File: src/rtl/mem_request_unit.sv
// Memory request unit: arbitrates fetch and data ports onto one shared memory bus
// with a variable-latency ack handshake, registered read data and an abort timeout.
module mem_request_unit #(
  parameter int ADDR_W        = 32,
  parameter int DATA_W        = 32,
  parameter int DATA_PRIORITY = 1,
  parameter int TIMEOUT       = 16,
  parameter int CNT_W         = 8
) (
  input  logic              clk,
  input  logic              nRST,
  input  logic              i_req,
  input  logic [ADDR_W-1:0] i_addr,
  output logic              i_ready,
  output logic [DATA_W-1:0] i_rdata,
  input  logic              d_ren,
  input  logic              d_wen,
  input  logic [ADDR_W-1:0] d_addr,
  input  logic [DATA_W-1:0] d_wdata,
  output logic              d_ready,
  output logic [DATA_W-1:0] d_rdata,
  output logic              mem_ren,
  output logic              mem_wen,
  output logic [ADDR_W-1:0] mem_addr,
  output logic [DATA_W-1:0] mem_wdata,
  input  logic [DATA_W-1:0] mem_rdata,
  input  logic              mem_ack,
  output logic              bus_err,
  output logic              busy
);

  typedef enum logic [2:0] {IDLE, FETCH, DREAD, DWRITE, RESP} state_t;
  typedef enum logic {GRANT_FETCH, GRANT_DATA} grant_t;

  localparam bit             TO_EN   = (TIMEOUT != 0);
  localparam logic [CNT_W-1:0] TO_LAST = CNT_W'((TIMEOUT == 0) ? 0 : TIMEOUT - 1);

  state_t              state_q, state_d;
  grant_t              last_grant_q, last_grant_d;
  logic [ADDR_W-1:0]   addr_q, addr_d;
  logic [DATA_W-1:0]   wdata_q, wdata_d;
  logic [DATA_W-1:0]   i_rdata_q, i_rdata_d;
  logic [DATA_W-1:0]   d_rdata_q, d_rdata_d;
  logic [CNT_W-1:0]    cnt_q, cnt_d;
  logic                err_q, err_d;
  logic                resp_data_q, resp_data_d;

  logic data_req;
  logic grant_data;
  logic grant_any;
  logic in_access;
  logic abort;

  always_ff @(posedge clk) begin
    if (!nRST) begin
      state_q      <= IDLE;
      last_grant_q <= GRANT_FETCH;
      addr_q       <= '0;
      wdata_q      <= '0;
      i_rdata_q    <= '0;
      d_rdata_q    <= '0;
      cnt_q        <= '0;
      err_q        <= 1'b0;
      resp_data_q  <= 1'b0;
    end else begin
      state_q      <= state_d;
      last_grant_q <= last_grant_d;
      addr_q       <= addr_d;
      wdata_q      <= wdata_d;
      i_rdata_q    <= i_rdata_d;
      d_rdata_q    <= d_rdata_d;
      cnt_q        <= cnt_d;
      err_q        <= err_d;
      resp_data_q  <= resp_data_d;
    end
  end

  // Round-robin only matters on a conflict: give it to whichever port did not win last.
  always_comb begin
    data_req   = d_wen | d_ren;
    grant_data = data_req &&
                 (!i_req || (DATA_PRIORITY != 0) || (last_grant_q == GRANT_FETCH));
    grant_any  = data_req | i_req;
    in_access  = (state_q == FETCH) || (state_q == DREAD) || (state_q == DWRITE);
    abort      = TO_EN && in_access && !mem_ack && (cnt_q == TO_LAST);
  end

  always_comb begin
    state_d = state_q;
    case (state_q)
      IDLE: begin
        if (grant_data)  state_d = d_wen ? DWRITE : DREAD;
        else if (i_req)  state_d = FETCH;
      end
      FETCH, DREAD, DWRITE: begin
        if (mem_ack || abort) state_d = RESP;
      end
      RESP:    state_d = IDLE;
      default: state_d = IDLE;
    endcase
  end

  always_comb begin
    last_grant_d = last_grant_q;
    addr_d       = addr_q;
    wdata_d      = wdata_q;
    i_rdata_d    = i_rdata_q;
    d_rdata_d    = d_rdata_q;
    cnt_d        = cnt_q;
    err_d        = err_q;
    resp_data_d  = resp_data_q;

    if (state_q == IDLE && grant_any) begin
      last_grant_d = grant_data ? GRANT_DATA : GRANT_FETCH;
      addr_d       = grant_data ? d_addr : i_addr;
      if (grant_data && d_wen) wdata_d = d_wdata;
      cnt_d        = '0;
      err_d        = 1'b0;
      resp_data_d  = grant_data;
    end else if (in_access) begin
      // An ack arriving in the final timeout cycle takes precedence over the abort.
      if (mem_ack) begin
        if (state_q == FETCH) i_rdata_d = mem_rdata;
        if (state_q == DREAD) d_rdata_d = mem_rdata;
      end else if (abort) begin
        if (state_q == FETCH) i_rdata_d = '0;
        if (state_q == DREAD) d_rdata_d = '0;
        err_d = 1'b1;
      end else if (TO_EN) begin
        cnt_d = cnt_q + CNT_W'(1);
      end
    end
  end

  always_comb begin
    mem_ren   = (state_q == FETCH) || (state_q == DREAD);
    mem_wen   = (state_q == DWRITE);
    mem_addr  = addr_q;
    mem_wdata = wdata_q;
    i_ready   = (state_q == RESP) && !resp_data_q;
    d_ready   = (state_q == RESP) && resp_data_q;
    bus_err   = (state_q == RESP) && err_q;
    busy      = (state_q != IDLE);
    i_rdata   = i_rdata_q;
    d_rdata   = d_rdata_q;
  end

endmodule

File: config.mk
export PLATFORM = sky130hd
export DESIGN_NAME = mem_request_unit
export DESIGN_NICKNAME = d
export VERILOG_FILES = /design/src/rtl/mem_request_unit.sv
export SDC_FILE = /design/constraint.sdc
export NUM_CORES = 1
export LEC_CHECK = 0
export BUFFER_PORTS_ARGS = -buffer_cell sky130_fd_sc_hd__buf_2
export CAP_MARGIN = 20
export CORE_MARGIN = 2
export CORE_UTILIZATION = 40
export CTS_CLUSTER_DIAMETER = 60
export DETAILED_ROUTE_END_ITERATION = 6
export GPL_TIMING_DRIVEN = 0
export PLACE_DENSITY = 0.7
export SLEW_MARGIN = 20
export SYNTH_ARGS = -nofsm -noshare
export SYNTH_HDL_FRONTEND = slang
export SYNTH_SLANG_ARGS = --single-unit
File: constraint.sdc
create_clock -name clk -period 4.76 [get_ports clk]
set_clock_uncertainty 0.1 [all_clocks]
set_input_delay 0.476 -clock clk [delete_from_list [all_inputs] [get_ports clk]]
set_output_delay 0.476 -clock clk [all_outputs]
set_load 0.005 [all_outputs]
=== Yosys cells after proc, flatten, opt, wreduce, memory -nomap -nowiden ===
Index checks and enable logic that the tools add are counted.

* Flip-flop bits (word level): 141
* Input bits: 134
* Word-level logic and storage cells: 59

* Add/sub/neg operators: 1
* Equality and inequality tests: 7
* Multiplexer cells: 14
* Bitwise operators: 6
* Reduce and logical (&&, ||, !) cells: 23

{| class="wikitable"
|+ Operators with widths
! kind !! number
|-
| two-way mux 32 bit || 9
|-
| two-way mux 3 bit || 3
|-
| adder 8 x 1 -> 8 bit (second input constant) || 1
|-
| equality test 8 x 4 -> 1 bit (second input constant) || 1
|-
| AND reduction 4 bit || 2
|-
| logical AND 1 bit || 7
|-
| equality test 3 x 2 -> 1 bit (second input constant) || 2
|-
| case mux 3 bit (2 select lines) || 1
|-
| AND reduction 3 bit || 2
|-
| NOT 1 bit || 4
|-
| AND reduction 2 bit || 2
|-
| equality test 3 x 1 -> 1 bit (second input constant) || 1
|-
| equality test 3 bit (second input constant) || 1
|-
| logical NOT 3 bit || 1
|-
| logical OR 1 bit || 3
|-
| inequality test 3 bit (second input constant) || 1
|-
| nonzero test 3 bit || 1
|-
| OR reduction 3 bit || 1
|-
| logical NOT 1 bit || 2
|-
| inequality test 2 bit (second input constant) || 1
|-
| OR 1 bit || 2
|-
| nonzero test 2 bit || 1
|-
| OR reduction 2 bit || 1
|-
| two-way mux 1 bit || 1
|}

=== Depth between registers and ports, before layout ===
Gate-level depths: netlist of run 1.

* Word-level depth: 8
* Mapped depth: 7
* Mapped depth without buffers: 5

=== Least setup slack after synthesis of run 1 ===
No wires, ideal clock.

* Kind: input-to-reg
* Start point: in d_ren
* End point: reg addr_q[10], in the netlist mem_addr[10]
* Arrival time: 1.452 ns
* Setup slack: 3.092 ns
* Stages: 5
* Cells stage by stage: clkbuf_1 > o31a_1 > buf_2 > buf_2 > o211a_1

* Word-level cells in the longest chain between the ends: 3
* Elaborated cells between the ends (all ways): 4
* Classes of those cells: 1 x mux; 2 x bitwise; 1 x reduce/logical

{| class="wikitable"
|+ RTL lines
! element !! RTL line !! text
|-
| start: declaration || 16 || <nowiki>input logic d_ren,</nowiki>
|-
| OR 1 bit (*) || 80 || <nowiki>data_req = d_wen | d_ren;</nowiki>
|-
| OR 1 bit || 83 || <nowiki>grant_any = data_req | i_req;</nowiki>
|-
| logical AND 1 bit || 113 || <nowiki>if (state_q == IDLE && grant_any) begin</nowiki>
|-
| end signal: assignment || 68 || <nowiki>addr_q <= addr_d;</nowiki>
|-
| end: declaration || 40 || <nowiki>logic [ADDR_W-1:0] addr_q, addr_d;</nowiki>
|}

Mark *: on every way between the ends. The rest lies on a longest branch, timed or not.
A chain may end at the register's enable or synchronous reset.

=== Worst setup path after layout of run 1 ===
* Start point: reg state_q[1]
* End point: out mem_ren

* Word-level cells in the longest chain between the ends: 2
* Elaborated cells between the ends (all ways): 3
* Classes of those cells: 2 x eq/ne; 1 x reduce/logical

{| class="wikitable"
|+ RTL lines
! element !! RTL line !! text
|-
| start: declaration || 38 || <nowiki>state_t state_q, state_d;</nowiki>
|-
| start signal: assignment || 66 || <nowiki>state_q <= state_d;</nowiki>
|-
| equality test 3 x 1 -> 1 bit or equality test 3 x 2 -> 1 bit (tied branches) || 136 || <nowiki>mem_ren = (state_q == FETCH) || (state_q == DREAD);</nowiki>
|-
| logical OR 1 bit (*) || 136 ||
|-
| end: declaration || 22 || <nowiki>output logic mem_ren,</nowiki>
|}

Marked as above.

==> key figures, run 1 <==
Worst setup path
  – Max FO, Critical Path: 10
  – Startpoint Class: register
  – Worst reg2reg startpoint: cnt_q[0]$_SDFFE_PP0P_
  – Critical path capture point type: primary output
  – Worst Reg-to-Reg Cells: 6
  – Flop2flop setup slack: 2.79 ns
  – Critical path data arrival time: 1.81 ns
  – Worst EP required: 4.18 ns
  – Setup CP Type: register to primary output
  – Worst r2r dst: i_rdata[21]$_SDFFE_PN0P_

STA
  – Peak Freq: 418.8 MHz
  – # setup viols final: 0
  – Slew Limit Headroom: 57.49%
  – Final hold vios: 0
  – TNS Setup: 0 ns
  – Worst slew pin tran: 0.6376 ns
  – RSZ-0062 raised after global routing: false
  – Max-slew violations: 0
  – Final min period: 2.388 ns
  – Tcrit/Tclk final: 50.17%
  – Final worst setup slack: 2.372 ns

Floorplanning
  – Starting Density: 40.91%
  – Rows: 44
  – Total core area: 14530 um2
  – Chip Width: 125.9 um
  – Die footprint: 15860 um2
  – Die Ht: 125.9 um
  – Number of I/O pins: 268

Place
  – Area after DPL: 7502 um2
  – Final HPWL DP: 13840 um
  – Port bufs: 265
  – Final Wtd Congestion: 0.8102
  – Pre-CTS setup slack: 2.682 ns

Finish
  – Final core utilization: 55.67%
  – FILL cells: 1434
  – Layout cell share with drive strength beyond 1: 33.07%
  – Finished Cell Area: 8092 um2
  – Area grow syn2layout: 36.09%
  – Fin nets: 1119

Drt
  – DRT iter0 DRCs: 318
  – Wirelength, routed: 18330 um
  – Drt drc: 0
  – Via-to-Cell Ratio: 5.142
  – Router iterations before antenna repair: 5
  – Remaining antenna violation count after routing: 0
  – WL/cell: 15.53 um
  – Total number of vias: 6068

Global route
  – Initial antenna violation count: 0
  – Grt ovf: 0
  – GRT Total Usage: 22.79%
  – Vias in the first global route: 5893
  – First-pass GRT wire length: 29390 um
  – Largest net degree at the start of global routing: 17

Yosys
  – Ys Warns: 0
  – Seq/Total Area, Yosys: 47.47%
  – Most numerous cell in the Yosys netlist: dfxtp_1
  – Commonest cells post-synth: dfxtp_1, nand2_1, o21ai_0, nand3_1, a21boi_0
  – Top FF cell, synth: dfxtp_1
  – Seq cells post-synth: 141
  – Dominant cell type by area after synthesis: dfxtp_1
  – Synth async-reset ratio: 0%
  – Synthesized net count: 835
  – Yosys top cell area share: 47.47%
  – Syn Inst Count: 700
  – Avg Synthesized Cell Area: 8.494 um2
  – Synth area leaders: dfxtp_1, a21boi_0, o21ai_0
  – Unique masters post-synth: 37
  – Mapped cell area: 5946 um2
  – Post-synth EDFFs: 0

Clocking
  – CTS tree: done
  – Longest Clk Path Bufs: 2
  – H-tree levels: 4
  – Number of gates resized after cts: 0
  – Root buf cell: clkbuf_16
  – Clock transition at path regs: 0.06 ns
  – CTS sink count: 141
  – Worst skew pair latency: 0.41 ns
  – Cts bufs inserted: 17
  – CTS Hold Bufs: 0
  – Post-CTS setup buffers: 0

Power
  – Total Power: 0.003398 W
  – Max VDD drop: 0.0002754 V
  – Switching part of the total: 28.32%
  – Comb pwr share: 20.4%
  – LEAKAGE: 3.820 nW
  – Pwr per Cell Area: 420.0 nW/um2
  – P_sw: 0.0009625 W
  – Clock power share: 39.2%
  – Seq pwr share: 40.3%
  – Int Pwr: 0.002436 W

Hold path
  – Hold depth: 3
  – Hold WC Path Type: primary input to register
  – Hold EP: mem_wdata[15]$_SDFFE_PN0P_
  – HP Start: d_wdata[15]

Run status
  – Outcome: finished, final reports clean

Job
  – Max-cap violations: 0
[final cells by class]
type | count | area (um2) | area share, %
flip-flops and latches | 141 | 2823 | 34.88
multi-input cells | 486 | 2809 | 34.71
repair buffers | 265 | 1326 | 16.39
clock buffers | 20 | 446.7 | 5.520
plain buffers | 70 | 302.8 | 3.742
well taps | 184 | 230.2 | 2.845
clock inverters | 10 | 140.1 | 1.732
inverters | 3 | 11.26 | 0.1392
diodes | 1 | 2.502 | 0.03093
[logic make-up after synthesis]
| kind of cell | after synthesis | share of synthesized area (%) |
|---|---|---|
| AND/OR/NAND/NOR | 238 | 18.37 |
| XOR/XNOR | 4 | 0.5893 |
| buffers and inverters | 73 | 5.282 |
| adder cells (fa/ha/maj) | 1 | 0.2104 |
| flip-flops | 141 | 47.47 |
| AO/OA/AOI/OAI | 243 | 28.07 |
[per-layer routing]
layer / track usage (%) / vias up / wire length (um)
li1: - / 3033 / -
met1: 27.58 / 2809 / 7740
met4: 6.852 / 0 / 330
met2: 38.84 / 200 / 8870
met3: 7.179 / 26 / 1388
met5: 0 / - / 0
[sequential cells by signal, indices dropped and copies added (netlist names)]
name and cells:
i_rdata 32, cnt_q 8, mem_wdata 32, resp_data_q 1, err_q 1, d_rdata 32
mem_addr 32, state_q 3
[critical path, cell delays in order, from the launching register on]
cell and delay [ns]:
dfxtp_1 0.30, buf_2 0.23, nor2_1 0.08, nand2_1 0.21, clkbuf_1 0.34, nand2_1 0.10, buf_2 0.14
[power groups by stage]
stage	combinational, W	clock (W)	sequential, W
CTS	0.000702	0.00135	0.00137
finish	0.000694	0.00133	0.00137
floorplan	0.000376	0	0.00140
global placement	0.000695	0	0.00139
detailed placement	0.000699	0	0.00139
global route	0.000779	0.00140	0.00138
[how the worst max path moves through the flow]
stage | depth (start not counted) | to | start | slack, ns
finish | 6 | mem_ren | state_q[1]$_SDFFE_PN0P_ | 2.37
global route | 5 | mem_ren | state_q[2]$_SDFFE_PN0P_ | 2.18
CTS | 5 | mem_ren | state_q[2]$_SDFFE_PN0P_ | 2.36
global placement | 7 | mem_addr[22]$_SDFFE_PN0P_ | d_wen | 2.68
floorplan | 5 | mem_addr[10]$_SDFFE_PN0P_ | d_ren | 3.09
detailed placement | 7 | mem_addr[22]$_SDFFE_PN0P_ | d_wen | 2.68
[metrics by stage]
stage,hold slack [ns],cells
5_1_grt,0.1935,1179
2_1_floorplan,0.3280,700
3_5_place_dp,0.3420,1149
6_report,0.1947,1180
3_3_place_gp,0.3394,1149
4_1_cts,0.1803,1179
[placed cells by master, fill, tap and decap left out, types with 2 or more instances in the layout]
cell type	count
buf_2	282
a21boi_0	83
nand3_1	98
xnor2_1	3
bufinv_16	3
and2_1	3
a21oi_1	5
clkbuf_2	6
inv_1	3
clkbuf_1	46
nor2_1	12
dfxtp_1	141
or3_1	3
o211a_1	32
and3_1	2
a21boi_1	16
clkbuf_16	17
buf_4	3
inv_6	2
and3_2	2
clkinvlp_4	3
nor4_1	2
nand2_1	108
o21ai_0	99
clkinv_2	2
nand4_1	2
(Power assumes the default switching activity.)
==> run 2, diff against run 1 <==
==> constraint.sdc (replaced) <==
create_clock -name clk -period 2.45 [get_ports clk]
set_clock_uncertainty 0.1 [all_clocks]
set_input_delay 0.245 -clock clk [delete_from_list [all_inputs] [get_ports clk]]
set_output_delay 0.245 -clock clk [all_outputs]
set_load 0.005 [all_outputs]
==> run 2 against run 1 <==
Against the previous run:
- routed wire length increased by 2.9%
- register-to-register slack got worse by 2.3 ns
- total power increased by 96%
- count of clock-buffer cells in the layout unchanged
- design area increased by 4.4%
- setup slack got worse by 2.1 ns
- die area unchanged
- non-clock buffer count increased by 36
- via count increased by 3.0%
- combinational power increased by 100%
- highest routed layer unchanged
==> key figures, run 2 (synthesis results as in run 1) <==
Clocking
  – Clock transition at path regs: 0.06 ns (about the same)
  – Longest Clk Path Bufs: 2 (unchanged)
  – Root buf cell: clkbuf_16 (unchanged)
  – Number of gates resized after cts: 0 (unchanged)
  – CTS tree: done (unchanged)
  – Worst skew pair latency: 0.41 ns (about the same)
  – Post-CTS setup buffers: 0 (unchanged)
  – CTS sink count: 141 (unchanged)
  – Cts bufs inserted: 17 (unchanged)
  – H-tree levels: 4 (unchanged)

Place
  – Final HPWL DP: 13840 um (unchanged)
  – Port bufs: 265 (unchanged)
  – Final Wtd Congestion: 0.8102 (unchanged)

Power
  – P_sw: 0.001874 W (was 0.0009625 W)
  – Seq pwr share: 40.1% (was 40.3%)
  – Int Pwr: 0.004770 W (was 0.002436 W)
  – Switching part of the total: 28.20% (was 28.32%)
  – Clock power share: 38.8% (was 39.2%)
  – Max VDD drop: 0.0005305 V (was 0.0002754 V)
  – Comb pwr share: 21.1% (was 20.4%)
  – Pwr per Cell Area: 786.3 nW/um2 (was 420.0 nW/um2)
  – LEAKAGE: 3.970 nW (was 3.820 nW)

Floorplanning
  – Die Ht: 125.9 um (unchanged)
  – Chip Width: 125.9 um (unchanged)
  – Starting Density: 40.91% (unchanged)
  – Rows: 44 (unchanged)
  – Total core area: 14530 um2 (unchanged)
  – Die footprint: 15860 um2 (unchanged)
  – Number of I/O pins: 268 (unchanged)

STA
  – Final min period: 2.159 ns
  – Worst slew pin tran: 0.5881 ns (was 0.6376 ns)
  – Peak Freq: 463.1 MHz
  – TNS Setup: 0 ns (unchanged)
  – Max-slew violations: 0 (unchanged)
  – RSZ-0062 raised after global routing: false (unchanged)
  – Final hold vios: 0 (unchanged)
  – # setup viols final: 0 (unchanged)
  – Tcrit/Tclk final: 88.13%
  – Slew Limit Headroom: 60.80% (was 57.49%)

Finish
  – Area grow syn2layout: 42.11% (was 36.09%)
  – FF+latch area: 2823 um2 (unchanged)
  – Total inserted antenna cells: 0 (was 1)
  – FILL cells: 1375 (was 1434)
  – Most common cell after layout, fill and taps aside: buf_2 (unchanged)
  – Layout cell share with drive strength beyond 1: 31.91% (was 33.07%)
  – Final core utilization: 58.14% (was 55.67%)
  – Most frequent cells in the layout: buf_2, dfxtp_1, nand2_1 (unchanged)
  – Fin nets: 1155 (was 1119)
  – Area of the multi-input gates: 2809 um2 (unchanged)

Worst setup path
  – Flop2flop setup slack: 0.47 ns (was 2.79 ns)
  – Slowest cell on crit path: clkbuf_1 (unchanged)
  – Crit path cell chain: buf_2, nor2_1, nand2_1, clkbuf_1, nand2_1, buf_2 (unchanged)
  – Critical path capture point type: primary output (unchanged)
  – Worst EP required: 2.11 ns (was 4.18 ns)
  – Worst reg2reg startpoint: cnt_q[0]$_SDFFE_PP0P_ (unchanged)
  – Startpoint Class: register (unchanged)
  – Setup CP Type: register to primary output (unchanged)
  – Critical path data arrival time: 1.81 ns (about the same)
  – Worst r2r dst: i_rdata[21]$_SDFFE_PN0P_ (unchanged)
  – Crit path largest cell delay: 0.34 ns (about the same)
  – Worst Path Buf+Inv: 3 (unchanged)
  – Delay-heaviest family, CP: buffers and inverters (unchanged)
  – Worst Reg-to-Reg Cells: 6 (unchanged)
  – Max FO, Critical Path: 10 (unchanged)

Global route
  – Vias in the first global route: 6104 (was 5893)
  – First-pass GRT wire length: 30320 um (was 29390 um)
  – Gr busiest metal: met2 (unchanged)
  – M3 GR Usage: 6.585% (was 7.179%)
  – GRT Total Usage: 23.47% (was 22.79%)
  – Grt ovf: 0 (unchanged)
  – Initial antenna violation count: 0 (unchanged)
  – Largest net degree at the start of global routing: 17 (unchanged)
  – GR Util met2: 40.64% (was 38.84%)
  – Met1 Usage GRT: 28.47% (was 27.58%)

Hold path
  – Hold EP: d_rdata[12]$_SDFFE_PN0P_ (was mem_wdata[15]$_SDFFE_PN0P_)
  – HP Start: mem_rdata[12] (was d_wdata[15])
  – Hold WC Path Type: primary input to register (unchanged)
  – Hold depth: 3 (unchanged)

Drt
  – DRT iter0 DRCs: 330 (was 318)
  – Drt drc: 0 (unchanged)
  – Remaining antenna violation count after routing: 0 (unchanged)
  – Via-to-Cell Ratio: 5.145 (was 5.142)
  – Total number of vias: 6251 (was 6068)
  – WL/cell: 15.52 um (was 15.53 um)
  – Router iterations before antenna repair: 5 (unchanged)
  – Wirelength, routed: 18860 um (was 18330 um)

Job
  – Max-cap violations: 0 (unchanged)

Run status
  – Outcome: finished, final reports clean (unchanged)
==> run 2: cell type report <==
class,instances,area share [%]
flip-flops and latches,141,33.41
multi-input cells,486,33.24
repair buffers,301,19.96
clock buffers,20,5.287
plain buffers,70,3.584
well taps,184,2.725
clock inverters,10,1.659
inverters,3,0.1333
==> run 2: timing repair <==
item | in CTS | in global routing
setup endpoints to repair | 0 | 0
hold buffers | 36 | 0
hold endpoints to repair | 36 | 0
==> run 2: worst reg2reg max path, cell delays in order (launching register included) <==
cell and delay (ns):
dfxtp_1 0.33, ha_1 0.26, and3_1 0.23, a21oi_2 0.37, clkbuf_2 0.31, o21ai_0 0.11, a21boi_0 0.20
==> run 2: worst max path at each step <==
stage                            start  slack (ns)  cells past startpoint                       end
2_1_floorplan    cnt_q[0]$_SDFFE_PP0P_        0.82                      6  i_rdata[22]$_SDFFE_PN0P_
3_3_place_gp     cnt_q[0]$_SDFFE_PP0P_        0.52                      6   d_rdata[2]$_SDFFE_PN0P_
3_5_place_dp     cnt_q[0]$_SDFFE_PP0P_        0.49                      6  i_rdata[29]$_SDFFE_PN0P_
4_1_cts        state_q[2]$_SDFFE_PN0P_        0.28                      5                   mem_ren
5_1_grt        state_q[2]$_SDFFE_PN0P_         0.1                      5                   mem_ren
6_report       state_q[1]$_SDFFE_PN0P_        0.29                      6                   mem_ren
==> run 2: routing by layer <==
layer | wire length, um | vias to the layer above
met1 | 7895 | 2891
met4 | 306 | 0
met5 | 0 | -
met3 | 1340 | 24
li1 | - | 3102
met2 | 9312 | 234
==> run 2: stage by stage <==
step                      area, um2  setup WS (ns)  hold slack [ns]  total power [W]  std cells
after floorplan                5946         0.8190           0.2798         0.003455        700
after global placement         7502         0.5192           0.3394         0.004055       1149
after detailed placement       7502         0.4925           0.3420         0.004067       1149
after CTS                      8449         0.2790         0.003741         0.006699       1215
after global routing           8449        0.09893          0.01888         0.006973       1215
final                          8449         0.2907          0.02525         0.006644       1215
==> run 2: power groups by stage <==
stage / clock (W) / combinational [W] / sequential, W
floorplan: 0 / 0.000731 / 0.00272
global placement: 0 / 0.00135 / 0.00270
detailed placement: 0 / 0.00136 / 0.00271
CTS: 0.00263 / 0.00141 / 0.00266
global route: 0.00272 / 0.00156 / 0.00269
finish: 0.00258 / 0.00140 / 0.00266
==> run 3, diff against run 2 <==
--- a/config.mk
+++ b/config.mk
@@ -9,6 +9,7 @@
 export CAP_MARGIN = 20
 export CORE_MARGIN = 2
 export CORE_UTILIZATION = 40
+export CTS_BUF_LIST = sky130_fd_sc_hd__clkbuf_8 sky130_fd_sc_hd__clkbuf_16
 export CTS_CLUSTER_DIAMETER = 60
 export DETAILED_ROUTE_END_ITERATION = 6
 export GPL_TIMING_DRIVEN = 0
==> run 3 against run 2 <==
Against the previous run:
- die area did not move
- cell count did not move
- non-clock buffer count did not move
- clock power barely moved
- register-to-register slack barely moved
- design area did not move
- first-iteration DRC count rose by 0.30%
- maximum frequency barely moved
- via count barely moved
- total power fell by 0.12%
- routed wire length barely moved
- flip-flop and latch count did not move
- critical path type unchanged
- largest cell class unchanged
- highest routed layer unchanged
==> key figures, run 3 (synthesis results as in run 1) <==
Finish
  – Most frequent cells in the layout: buf_2, dfxtp_1, nand2_1 (unchanged)
  – FILL cells: 1375 (unchanged)
  – Fin cells: 1215 (unchanged)
  – Fin nets: 1155 (unchanged)
  – Total inserted antenna cells: 0 (unchanged)
  – Most common cell after layout, fill and taps aside: buf_2 (unchanged)
  – Layout cell share with drive strength beyond 1: 31.91% (unchanged)
  – Area grow syn2layout: 42.11% (unchanged)
  – Finished Cell Area: 8449 um2 (unchanged)
  – Final core utilization: 58.14% (unchanged)

STA
  – Peak Freq: 463.2 MHz (was 463.1 MHz)
  – Slew Limit Headroom: 60.81% (was 60.80%)
  – Tcrit/Tclk final: 88.12% (was 88.13%)
  – Worst slew pin tran: 0.5878 ns (was 0.5881 ns)
  – RSZ-0062 raised after global routing: false (unchanged)
  – Final min period: 2.159 ns (about the same)
  – Final hold vios: 0 (unchanged)
  – # setup viols final: 0 (unchanged)
  – Max-slew violations: 0 (unchanged)
  – TNS Setup: 0 ns (unchanged)

Drt
  – Remaining antenna violation count after routing: 0 (unchanged)
  – Drt drc: 0 (unchanged)
  – Via-to-Cell Ratio: 5.147 (was 5.145)
  – Router iterations before antenna repair: 5 (unchanged)
  – WL/cell: 15.51 um (was 15.52 um)
  – Total number of vias: 6254 (was 6251)
  – Wirelength, routed: 18850 um (was 18860 um)
  – DRT iter0 DRCs: 331 (was 330)

Place
  – Port bufs: 265 (unchanged)
  – Final Wtd Congestion: 0.8102 (unchanged)
  – Placed cell count: 1149 (unchanged)
  – Area after DPL: 7502 um2 (unchanged)
  – Final HPWL DP: 13840 um (unchanged)

Global route
  – Vias in the first global route: 6104 (unchanged)
  – Initial antenna violation count: 0 (unchanged)
  – Grt ovf: 0 (unchanged)
  – First-pass GRT wire length: 30320 um (unchanged)
  – GRT Total Usage: 23.47% (unchanged)
  – Largest net degree at the start of global routing: 17 (unchanged)

Clocking
  – Post-CTS setup buffers: 0 (unchanged)
  – Longest Clk Path Bufs: 2 (unchanged)
  – Root buf cell: clkbuf_16 (unchanged)
  – CTS sink count: 141 (unchanged)
  – CTS tree: done (unchanged)
  – Cts bufs inserted: 17 (unchanged)
  – H-tree levels: 4 (unchanged)
  – Worst skew pair latency: 0.41 ns (about the same)
  – Clock transition at path regs: 0.06 ns (about the same)

Worst setup path
  – Startpoint Class: register (unchanged)
  – Critical path capture point type: primary output (unchanged)
  – Critical path data arrival time: 1.81 ns (about the same)
  – Worst Path Buf+Inv: 3 (unchanged)
  – Setup CP Type: register to primary output (unchanged)
  – Worst EP required: 2.11 ns (about the same)
  – Slowest cell on crit path: clkbuf_1 (unchanged)
  – Crit path cell chain: buf_2, nor2_1, nand2_1, clkbuf_1, nand2_1, buf_2 (unchanged)
  – Crit path largest cell delay: 0.34 ns (about the same)
  – Max FO, Critical Path: 10 (unchanged)
  – Flop2flop setup slack: 0.47 ns (about the same)
  – Delay-heaviest family, CP: buffers and inverters (unchanged)

Floorplanning
  – Number of I/O pins: 268 (unchanged)
  – Rows: 44 (unchanged)
  – Starting Density: 40.91% (unchanged)
  – Die Ht: 125.9 um (unchanged)
  – Total core area: 14530 um2 (unchanged)
  – Chip Width: 125.9 um (unchanged)
  – Die footprint: 15860 um2 (unchanged)

Power
  – Pwr per Cell Area: 785.4 nW/um2 (was 786.3 nW/um2)
  – LEAKAGE: 3.978 nW (was 3.970 nW)
  – Max VDD drop: 0.0005297 V (was 0.0005305 V)

Hold path
  – Hold WC Path Type: primary input to register (unchanged)

Job
  – Max-cap violations: 0 (unchanged)

Run status
  – Outcome: finished, final reports clean (unchanged)
-- run 3: routing by layer --
metal | up-vias | part of all wire [%] | GRT usage [%]
li1 | 3102 | - | -
met2 | 232 | 49 | 40.64
met4 | 0 | 1.6 | 6.787
met3 | 24 | 7.1 | 6.585
met1 | 2896 | 42 | 28.47
met5 | - | 0 | 0
-- run 3: final timing paths --
kind / end / cells after the start / start
setup / recovery: mem_ren / 6 / state_q[1]$_SDFFE_PN0P_
hold / removal: d_rdata[12]$_SDFFE_PN0P_ / 3 / mem_rdata[12]
setup reg to reg: i_rdata[21]$_SDFFE_PN0P_ / 6 / cnt_q[0]$_SDFFE_PP0P_
hold reg to reg: mem_wdata[18]$_SDFFE_PN0P_ / 2 / mem_wdata[18]$_SDFFE_PN0P_
-- run 3: through the flow --
step	power (W)	hold slack [ns]	setup slack, ns
floorplan	0.003455	0.2798	0.8190
global placement	0.004055	0.3394	0.5192
detailed placement	0.004067	0.3420	0.4925
CTS	0.006691	0.003741	0.2790
global route	0.006965	0.01888	0.09893
finish	0.006636	0.02570	0.2912
-- run 3: final cells by class --
type / instances / area (um2) / share of cell area, %
clock inverter: 12 / 147.6 / 1.747
sequential: 141 / 2823 / 33.41
multi-input combinational: 486 / 2809 / 33.24
buffer: 70 / 302.8 / 3.584
timing repair buffer: 301 / 1687 / 19.96
tap: 184 / 230.2 / 2.725
clock buffer: 18 / 439.2 / 5.198
inverter: 3 / 11.26 / 0.1333
-- run 3: tightest hold or removal path: stages --
cell and delay [ns]:
buf_2 0.11, nand3_1 0.07, a21boi_0 0.07
-- run 3: what timing repair did --
item                      in CTS  in global routing
resized for setup              0                  0
hold buffers                  36                  0
hold endpoints to repair      36                  0
-- run 3: report_power, final --
part	leakage [nW]	switching [W]	total [W]	internal [W]
sequential	1.15	0.000123	0.00266	0.00254
clock	0.287	0.000962	0.00257	0.00161
combinational	2.54	0.000789	0.00140	0.000612
total	3.98	0.00187	0.00664	0.00476
